### src/rtl/vending_pkg.sv
// Shared coin constants and dispenser state encoding
// for the vending change path.
package vending_pkg;

  localparam int NICKEL_UNITS = 1;
  localparam int DIME_UNITS   = 2;

  typedef enum logic [2:0] {
    ST_IDLE,
    ST_SELECT,
    ST_EJECT,
    ST_GAP,
    ST_DONE
  } disp_state_e;

endpackage

### src/rtl/coin_inventory.sv
// Saturating up/down coin counter, one per coin type.
// Simultaneous inc and dec leave the count unchanged.
module coin_inventory #(
  parameter int CNT_W = 8,
  parameter int INIT  = 0
) (
  input  logic             clk_i,
  input  logic             rst_ni,
  input  logic             inc_i,
  input  logic             dec_i,
  output logic [CNT_W-1:0] cnt_o,
  output logic             nonzero_o
);

  localparam logic [CNT_W-1:0] MAX = '1;
  localparam logic [CNT_W-1:0] ONE = CNT_W'(1);

  logic [CNT_W-1:0] cnt_q;

  always_ff @(posedge clk_i or negedge rst_ni) begin
    if (!rst_ni) begin
      cnt_q <= CNT_W'(INIT);
    end else if (inc_i && !dec_i) begin
      if (cnt_q != MAX) cnt_q <= cnt_q + ONE;
    end else if (dec_i && !inc_i) begin
      if (cnt_q != '0) cnt_q <= cnt_q - ONE;
    end
  end

  assign cnt_o     = cnt_q;
  assign nonzero_o = (cnt_q != '0);

endmodule

### src/rtl/change_dispenser.sv
// Greedy coin payout (dimes first) driving a hopper
// one coin at a time, with inventory and shortfall report.
module change_dispenser
  import vending_pkg::*;
#(
  parameter int AMOUNT_W    = 3,
  parameter int CNT_W       = 8,
  parameter int NICKEL_INIT = 20,
  parameter int DIME_INIT   = 10,
  parameter int PULSE_GAP   = 2
) (
  input  logic                clk_i,
  input  logic                rst_ni,
  input  logic                req_valid_i,
  input  logic [AMOUNT_W-1:0] req_amount_i,
  output logic                req_ready_o,
  output logic                eject_nickel_o,
  output logic                eject_dime_o,
  input  logic                eject_ack_i,
  input  logic                refill_nickel_i,
  input  logic                refill_dime_i,
  output logic [CNT_W-1:0]    nickel_cnt_o,
  output logic [CNT_W-1:0]    dime_cnt_o,
  output logic                busy_o,
  output logic                done_o,
  output logic                short_o,
  output logic [AMOUNT_W-1:0] short_amount_o
);

  localparam int GAP_W =
    (PULSE_GAP > 1) ? $clog2(PULSE_GAP) : 1;
  localparam logic [GAP_W-1:0] GAP_LAST =
    GAP_W'((PULSE_GAP > 0) ? PULSE_GAP - 1 : 0);
  localparam logic [GAP_W-1:0] GAP_ONE = GAP_W'(1);
  localparam logic [AMOUNT_W-1:0] U_NICKEL =
    AMOUNT_W'(NICKEL_UNITS);
  localparam logic [AMOUNT_W-1:0] U_DIME =
    AMOUNT_W'(DIME_UNITS);

  disp_state_e         state_q, state_d;
  logic [AMOUNT_W-1:0] rem_q, rem_d;
  logic [AMOUNT_W-1:0] short_amt_q;
  logic                dime_q, dime_d;
  logic [GAP_W-1:0]    gap_q;
  logic                nickel_nz, dime_nz;
  logic                accept, ack;

  assign accept = req_valid_i && (state_q == ST_IDLE);
  assign ack    = eject_ack_i && (state_q == ST_EJECT);

  coin_inventory #(
    .CNT_W (CNT_W),
    .INIT  (NICKEL_INIT)
  ) u_nickel (
    .clk_i     (clk_i),
    .rst_ni    (rst_ni),
    .inc_i     (refill_nickel_i),
    .dec_i     (ack && !dime_q),
    .cnt_o     (nickel_cnt_o),
    .nonzero_o (nickel_nz)
  );

  coin_inventory #(
    .CNT_W (CNT_W),
    .INIT  (DIME_INIT)
  ) u_dime (
    .clk_i     (clk_i),
    .rst_ni    (rst_ni),
    .inc_i     (refill_dime_i),
    .dec_i     (ack && dime_q),
    .cnt_o     (dime_cnt_o),
    .nonzero_o (dime_nz)
  );

  always_comb begin
    state_d = state_q;
    rem_d   = rem_q;
    dime_d  = dime_q;
    unique case (state_q)
      ST_IDLE: begin
        if (accept) begin
          rem_d   = req_amount_i;
          state_d = ST_SELECT;
        end
      end
      ST_SELECT: begin
        if (rem_q >= U_DIME && dime_nz) begin
          dime_d  = 1'b1;
          state_d = ST_EJECT;
        end else if (rem_q >= U_NICKEL && nickel_nz) begin
          dime_d  = 1'b0;
          state_d = ST_EJECT;
        end else begin
          state_d = ST_DONE;
        end
      end
      ST_EJECT: begin
        if (eject_ack_i) begin
          rem_d   = rem_q - (dime_q ? U_DIME : U_NICKEL);
          state_d = (PULSE_GAP == 0) ? ST_SELECT : ST_GAP;
        end
      end
      ST_GAP: begin
        if (gap_q == GAP_LAST) state_d = ST_SELECT;
      end
      ST_DONE: state_d = ST_IDLE;
      default: state_d = ST_IDLE;
    endcase
  end

  always_ff @(posedge clk_i or negedge rst_ni) begin
    if (!rst_ni) begin
      state_q     <= ST_IDLE;
      rem_q       <= '0;
      dime_q      <= 1'b0;
      gap_q       <= '0;
      short_amt_q <= '0;
    end else begin
      state_q <= state_d;
      rem_q   <= rem_d;
      dime_q  <= dime_d;
      gap_q   <= (state_q == ST_GAP) ? gap_q + GAP_ONE : '0;
      if (accept) short_amt_q <= '0;
      else if (state_q == ST_DONE) short_amt_q <= rem_q;
    end
  end

  // Strobes decode straight from state so they drop on reset.
  assign eject_dime_o   = (state_q == ST_EJECT) && dime_q;
  assign eject_nickel_o = (state_q == ST_EJECT) && !dime_q;
  assign req_ready_o    = (state_q == ST_IDLE);
  assign busy_o         = (state_q != ST_IDLE);
  assign done_o         = (state_q == ST_DONE);
  assign short_o        = (state_q == ST_DONE) && (rem_q != '0);
  assign short_amount_o = short_amt_q;

endmodule

### config.mk
export PLATFORM = sky130hd
export DESIGN_NAME = change_dispenser
export DESIGN_NICKNAME = d
export VERILOG_FILES = /design/src/rtl/vending_pkg.sv /design/src/rtl/coin_inventory.sv /design/src/rtl/change_dispenser.sv
export SDC_FILE = /design/constraint.sdc
export NUM_CORES = 1
export LEC_CHECK = 0
export BUFFER_PORTS_ARGS = -buffer_cell sky130_fd_sc_hd__buf_2
export CAP_MARGIN = 10
export CORE_MARGIN = 5
export CORE_UTILIZATION = 40
export CTS_BUF_LIST = sky130_fd_sc_hd__clkbuf_4 sky130_fd_sc_hd__clkbuf_8 sky130_fd_sc_hd__clkbuf_16
export DETAILED_ROUTE_END_ITERATION = 12
export MAX_ROUTING_LAYER = met4
export SLEW_MARGIN = 20
export SYNTH_ARGS = -nofsm -noshare
export SYNTH_HDL_FRONTEND = slang
export SYNTH_SLANG_ARGS = --single-unit
### constraint.sdc
create_clock -name clk_i -period 2.7 [get_ports clk_i]
set_input_delay 0.27 -clock clk_i [delete_from_list [all_inputs] [get_ports clk_i]]
set_output_delay 0.27 -clock clk_i [all_outputs]
set_load 0.02 [all_outputs]
# == After elaboration in Yosys (flattened, before gate mapping) ==
# Cells that the tools add are included.
# totals
regBits,27
in_bits,9
out_inout_bits,25
# classes
n_addsub,6
order_cmp,2
eq_ne,11
mux,23
n_reduce_logical,35
# ops
op,n
8-bit 2-to-1 mux,8
3-bit 2-to-1 mux,9
8-bit by 1-bit adder with 8-bit output (second input constant),2
8-bit inequality test (second input constant),2
8-bit nonzero test,2
8-bit by 1-bit subtractor with 8-bit output (second input constant),2
2-bit nonzero test,7
1-bit logical AND,13
3-bit one-hot mux with 4 select lines,1
3-bit AND reduction,4
2-bit inequality test (second input constant),4
3-bit by 2-bit == test with 1-bit output (second input constant),2
3-bit one-hot mux with 2 select lines,1
3-bit nonzero test,2
1-bit logical NOT,5
3-bit by 1-bit == test with 1-bit output (second input constant),1
3-bit == test (second input constant),1
3-bit by 1-bit >= comparator with 1-bit output (second input constant),1
3-bit by 2-bit >= comparator with 1-bit output (second input constant),1
3-bit logical NOT,1
1-bit 2-to-1 mux,3
3-bit by 2-bit subtractor with 3-bit output,1
2-bit 2-to-1 mux,1
2-bit by 1-bit inequality test with 1-bit output (second input constant),1
2 further kinds,2

# == Depth between registers and ports, before layout ==
# logic_depth
word_depth,7
depth_mapped,10

# == Cells and area by module ==
# Synthesis repeated with hierarchy kept, for this count alone.
# hier_totals
cells_unflattened,206
area_unflattened_um2,2089.5
# modules_own_cells
module,n_inst,cells_per_inst,area_per_inst_um2,seq_area_each_um2
coin_inventory (u_dime),1,72,744.5,202.7
coin_inventory (u_nickel),1,73,743.2,202.7
change_dispenser,1,61,601.8,275.3

# == Worst setup path after synthesis ==
# Ideal clock, no wire load.
# synth_timing
path_kind,flip-flop to flip-flop
from,register state_q[0]
to,"register u_nickel.cnt_q[6], in the netlist u_nickel.cnt_o[6]"
t_arrival_ns,2.671
required_time_ns,2.580
slack_ns,-0.092
path_stages_with_launch,11
n_path_buf,1
period_less_slack_ns,2.792
cell_sequence,dfrtp_1 -> buf_2 -> nand4bb_1 -> o21ai_0 -> inv_1 -> fa_1 -> nor2b_1 -> o211ai_1 -> a31oi_1 -> o21ai_0 -> a31o_2
# synth_between
elab_chain_cells,7
elab_cells_between_ends,11
# synth_rtl
element,line_no,text
start: declaration,change_dispenser.sv:40,"disp_state_e state_q, state_d;"
start signal: assignment,change_dispenser.sv:119,state_q <= state_d;
3-bit by 2-bit == test with 1-bit output (*),change_dispenser.sv:49,assign ack = eject_ack_i && (state_q == ST_EJECT);
1-bit logical AND (*),change_dispenser.sv:49,
1-bit logical AND (*),change_dispenser.sv:58,".dec_i (ack && !dime_q),"
1-bit logical NOT,coin_inventory.sv:23,end else if (inc_i && !dec_i) begin
1-bit logical AND,coin_inventory.sv:23,
2-bit inequality test (no line) / 2-bit nonzero test (equally long branches),n/a,
3-bit AND reduction (no line),n/a,
end signal: assignment,coin_inventory.sv:22,cnt_q <= CNT_W'(INIT);
end signal: assignment,coin_inventory.sv:24,if (cnt_q != MAX) cnt_q <= cnt_q + ONE;
end signal: assignment,coin_inventory.sv:26,if (cnt_q != '0) cnt_q <= cnt_q - ONE;
end: declaration,coin_inventory.sv:18,logic [CNT_W-1:0] cnt_q;
# Mark *: on every way between the ends. The rest lies on a longest branch, timed or not.
# A chain may end at the register's enable or synchronous reset.

# == Worst setup path in the final report ==
# layout_timing
from,register state_q[0]
to,"register u_dime.cnt_q[5], in the netlist u_dime.cnt_o[5]"
# layout_between
elab_chain_cells,7
elab_cells_between_ends,11
# layout_rtl
element,line_no,text
3-bit by 2-bit == test with 1-bit output (*),change_dispenser.sv:49,
1-bit logical AND (*),change_dispenser.sv:49,
1-bit logical AND (*),change_dispenser.sv:70,".dec_i (ack && dime_q),"
1-bit logical NOT,coin_inventory.sv:23,
1-bit logical AND,coin_inventory.sv:23,
2-bit inequality test (no line) / 2-bit nonzero test (equally long branches),n/a,
3-bit AND reduction (no line),n/a,
end signal: assignment,coin_inventory.sv:22,
end signal: assignment,coin_inventory.sv:24,
end signal: assignment,coin_inventory.sv:26,
end: declaration,coin_inventory.sv:18,
# Marked as above.

==> summary.txt <==
STA
  • Crit share post-route: 93.39%
  • Final Critical Period: 2.521 ns
  • Endpoints failing hold: 0
  • Worst Tran Pin Value: 0.6445 ns
  • Max-slew violation count: 0
  • Max_slew headroom: 57.03%
  • Clock Skew: 0.004500 ns
  • Unrepaired setup endpoints after global routing: false
  • WHS: 0.005931 ns
  • Minimum setup slack in the final design: 0.1785 ns
  • Setup TNS: 0 ns
  • Final setup violation count: 0
  • Fmax: 396.6 MHz

Floorplanning
  • Io pins: 34
  • DIE HEIGHT: 77.93 um
  • CORE AREA: 4414 um2
  • Initial Util: 41.81%
  • Chip width: 77.93 um
  • Die area: 6072 um2
  • Num rows: 24

Worst hold path
  • HP Class: in2async

Setup path
  • Crit path kind: reg2reg
  • CP required: 2.87 ns
  • FF-to-FF path depth: 9
  • Slowest stage cell, crit path: dfrtp_2
  • CP endpoint kind: register
  • Delay-heaviest family, CP: simple AND/OR/NAND/NOR gates
  • Startpoint types: register
  • FF-to-FF End: u_dime.cnt_o[5]
  • Max stage delay on crit path: 0.48 ns
  • Critical path buffer and inverter count: 0
  • Maximum fanout along the worst path: 10
  • RR Startpoint: state_q[0]
  • Crit path cell chain: nor3b_2 -> nand3_1 -> nand2_2 -> ha_1 -> a21o_1 -> a21oi_1 -> o21ai_0 -> xor2_1 -> mux2_1
  • Reg2Reg Setup Slack: 0.18 ns
  • WP data arrival: 2.69 ns

Power and ir drop
  • Power share of the sequential group: 31.0%
  • Switching share of power: 47.72%
  • Pwr Density: 1345 nW/um2
  • Peak supply drop: 0.0005436 V
  • Clock power frac: 8.6%
  • P_leak: 0.0009772 uW
  • Combinational share of power: 60.5%
  • Internal: 1492 uW
  • Reported net switching power: 1362 uW

Finish
  • Area growth from synthesis to layout: 14.98%
  • Layout Cells excl Fill: 279
  • Antenna cells: 0
  • Nets@finish: 254
  • Cell area after layout: 2122 um2
  • Layout cell share with drive strength beyond 1: 25.99%

Routing
  • Drt total wl: 3991 um
  • Antenna-violating nets left: 0
  • DRC violations left: 0
  • Vias: 1500
  • Iter 0 DRT Violations: 70
  • Drt pass-1 iters: 4
  • Vias/cell: 5.376
  • Routed len/inst: 14.30 um

Clock tree
  • Clock tree sinks: 27
  • CTS tree: done
  • CTS clk-pin slew, worst paths: 0.10 ns
  • Clk Latency, worst-skew pair: 0.28 ns
  • # H-tree levels: 1
  • Clock tree buffer depth: 2
  • Hold-fix buffers, CTS: 0
  • Clock Tree Root: clkbuf_8
  • Num CTS Buffers: 3

GRT
  • GRT Overall Usage: 14.10%
  • Vias in the first global route: 1503
  • Largest net degree at the start of global routing: 28
  • Global-route wire length before repair: 6962 um
  • GRT overflow: 0
  • Antenna violations before repair: 0

Place
  • Post-DP Area: 2063 um2
  • IO Port Bufs: 33
  • Dpl hpwl: 3035 um
  • DP Worst Slack: 0.1086 ns
  • Placed cells: 275
  • Routability Congestion: 0.7639

Synth
  • Syn Inst Count: 192
  • Syn. warnings: 0
  • Share of flip-flops with an asynchronous set or reset: 100.0%
  • Ys flop type: dfrtp_1
  • Netlist area before placement: 1846 um2
  • Sequential area share after synthesis: 36.88%
  • Yosys cell types: 44
  • FF+latch count, synth: 27
  • Syn_area_per_cell: 9.612 um2
  • Post-synth net total: 218
  • Number of synthesized flops with an enable pin: 0

Job
  • Max Cap Viol: 0

Run status
  • Status: finished clean
## how the worst max path moves through the flow
stage / from / endpoint / cells past startpoint
after CTS: state_q[1] / u_dime.cnt_o[5] / 9
final: state_q[0] / u_dime.cnt_o[5] / 9
after global placement: state_q[1] / u_dime.cnt_o[5] / 9
after floorplan: state_q[0] / u_nickel.cnt_o[6] / 10
after detailed placement: state_q[0] / u_dime.cnt_o[5] / 9
after global routing: state_q[0] / u_nickel.cnt_o[6] / 10
## cells in the final DEF (no fill, tap or decap), types with 2 or more instances in the layout
master    count
o21ai_0      10
dfrtp_1      20
or3b_2        2
nand2_1      14
xnor2_1       6
fa_1          3
inv_1        13
clkbuf_8      3
nor2_1       17
mux2_1        6
dfrtp_2       3
or4_1         2
a21oi_1      17
a31o_2        2
buf_2        33
a21o_1        3
a31oi_1       2
nand4_1       4
ha_1         14
o21a_1        4
o211ai_1      3
nand3_1       5
a211oi_1      2
xor2_1        5
nor2b_1       3
or3_1         3
or4_4         2
mux2i_1       2
dfstp_2       4
## repair_timing
item / 4_1_cts / 5_1_grt
endpoints found under the setup margin: 0 / 4
hold endpoints to repair: 0 / 0
gates resized for setup: 0 / 5
buffers inserted: 0 / 0
## stage by stage
| stage | total power (uW) | utilization [%] |
|---|---|---|
| final | 2854 | 48.07 |
| after global routing | 3165 | 48.07 |
| after CTS | 2873 | 47.85 |
| after detailed placement | 2616 | 46.74 |
| after global placement | 2596 | 46.74 |
| after floorplan | 2181 | - |
## power by group through the flow
stage	combinational, uW	clock (uW)	sequential [uW]
floorplan	1190	0	993
global placement	1710	0	884
detailed placement	1720	0	891
CTS	1730	254	884
global route	1960	277	931
finish	1730	245	884
## cell usage after synthesis, drive strengths merged, types with 2 or more instances
cell | instances | share of area (%)
ha | 14 | 9.5
inv | 13 | 2.6
mux2 | 6 | 3.7
dfrtp | 23 | 31
or3 | 4 | 1.6
o21ai | 11 | 3.0
nor2 | 17 | 3.5
dfstp | 4 | 5.7
a21o | 3 | 1.2
a21oi | 18 | 4.9
o211ai | 3 | 1.2
a31o | 2 | 0.95
o21a | 4 | 1.6
xor2 | 5 | 2.4
or4 | 4 | 2.0
nand4 | 4 | 1.4
nand3 | 5 | 1.4
mux2i | 2 | 1.1
buf | 2 | 0.88
nor3b | 2 | 1.1
a31oi | 2 | 0.68
xnor2 | 6 | 2.8
fa | 3 | 3.3
a211oi | 2 | 0.81
or3b | 2 | 0.95
nor2b | 3 | 1.0
nand2 | 16 | 3.7
## layout make-up
class | instances | area [um2]
Clock buffer | 3 | 41.29
Clock inverter | 1 | 7.507
Fill cell | 437 | 2292
Inverter | 13 | 48.80
Multi-Input combinational cell | 149 | 1102
Sequential cell | 27 | 684.4
Tap cell | 52 | 65.06
Timing Repair Buffer | 34 | 172.7
## per-layer routing
| layer | part of all wire (%) | global-route usage, % |
|---|---|---|
| met4 | 0.48 | 3.547 |
| met1 | 52 | 19.71 |
| met5 | 0 | - |
| met2 | 44 | 21.45 |
| met3 | 3.9 | 2.083 |
## logic make-up (layout without fill, tap and decap cells)
family | after synthesis | in the layout | synth area share [%]
mux | 8 | 8 | 4.746
xor+xnor | 11 | 11 | 5.220
compound gates | 49 | 49 | 17.15
fa+ha+maj | 17 | 17 | 12.75
simple gates | 64 | 64 | 19.53
buf+inv | 16 | 51 | 3.728
flops | 27 | 27 | 36.88
## state kept, by name, summed over array words and instances, names as in the netlist
name / cells
u_nickel.cnt_o: 8
short_amount_o: 3
rem_q: 3
state_q: 3
u_dime.cnt_o: 8
dime_q: 1
gap_q: 1
## worst reg2reg max path: stages, from the launching register on
cell and delay [ns]:
dfrtp_2 0.48, nor3b_2 0.25, nand3_1 0.18, nand2_2 0.21, ha_1 0.26, a21o_1 0.17, a21oi_1 0.27, o21ai_0 0.15
xor2_1 0.15, mux2_1 0.29
(Power assumes the default switching activity.)
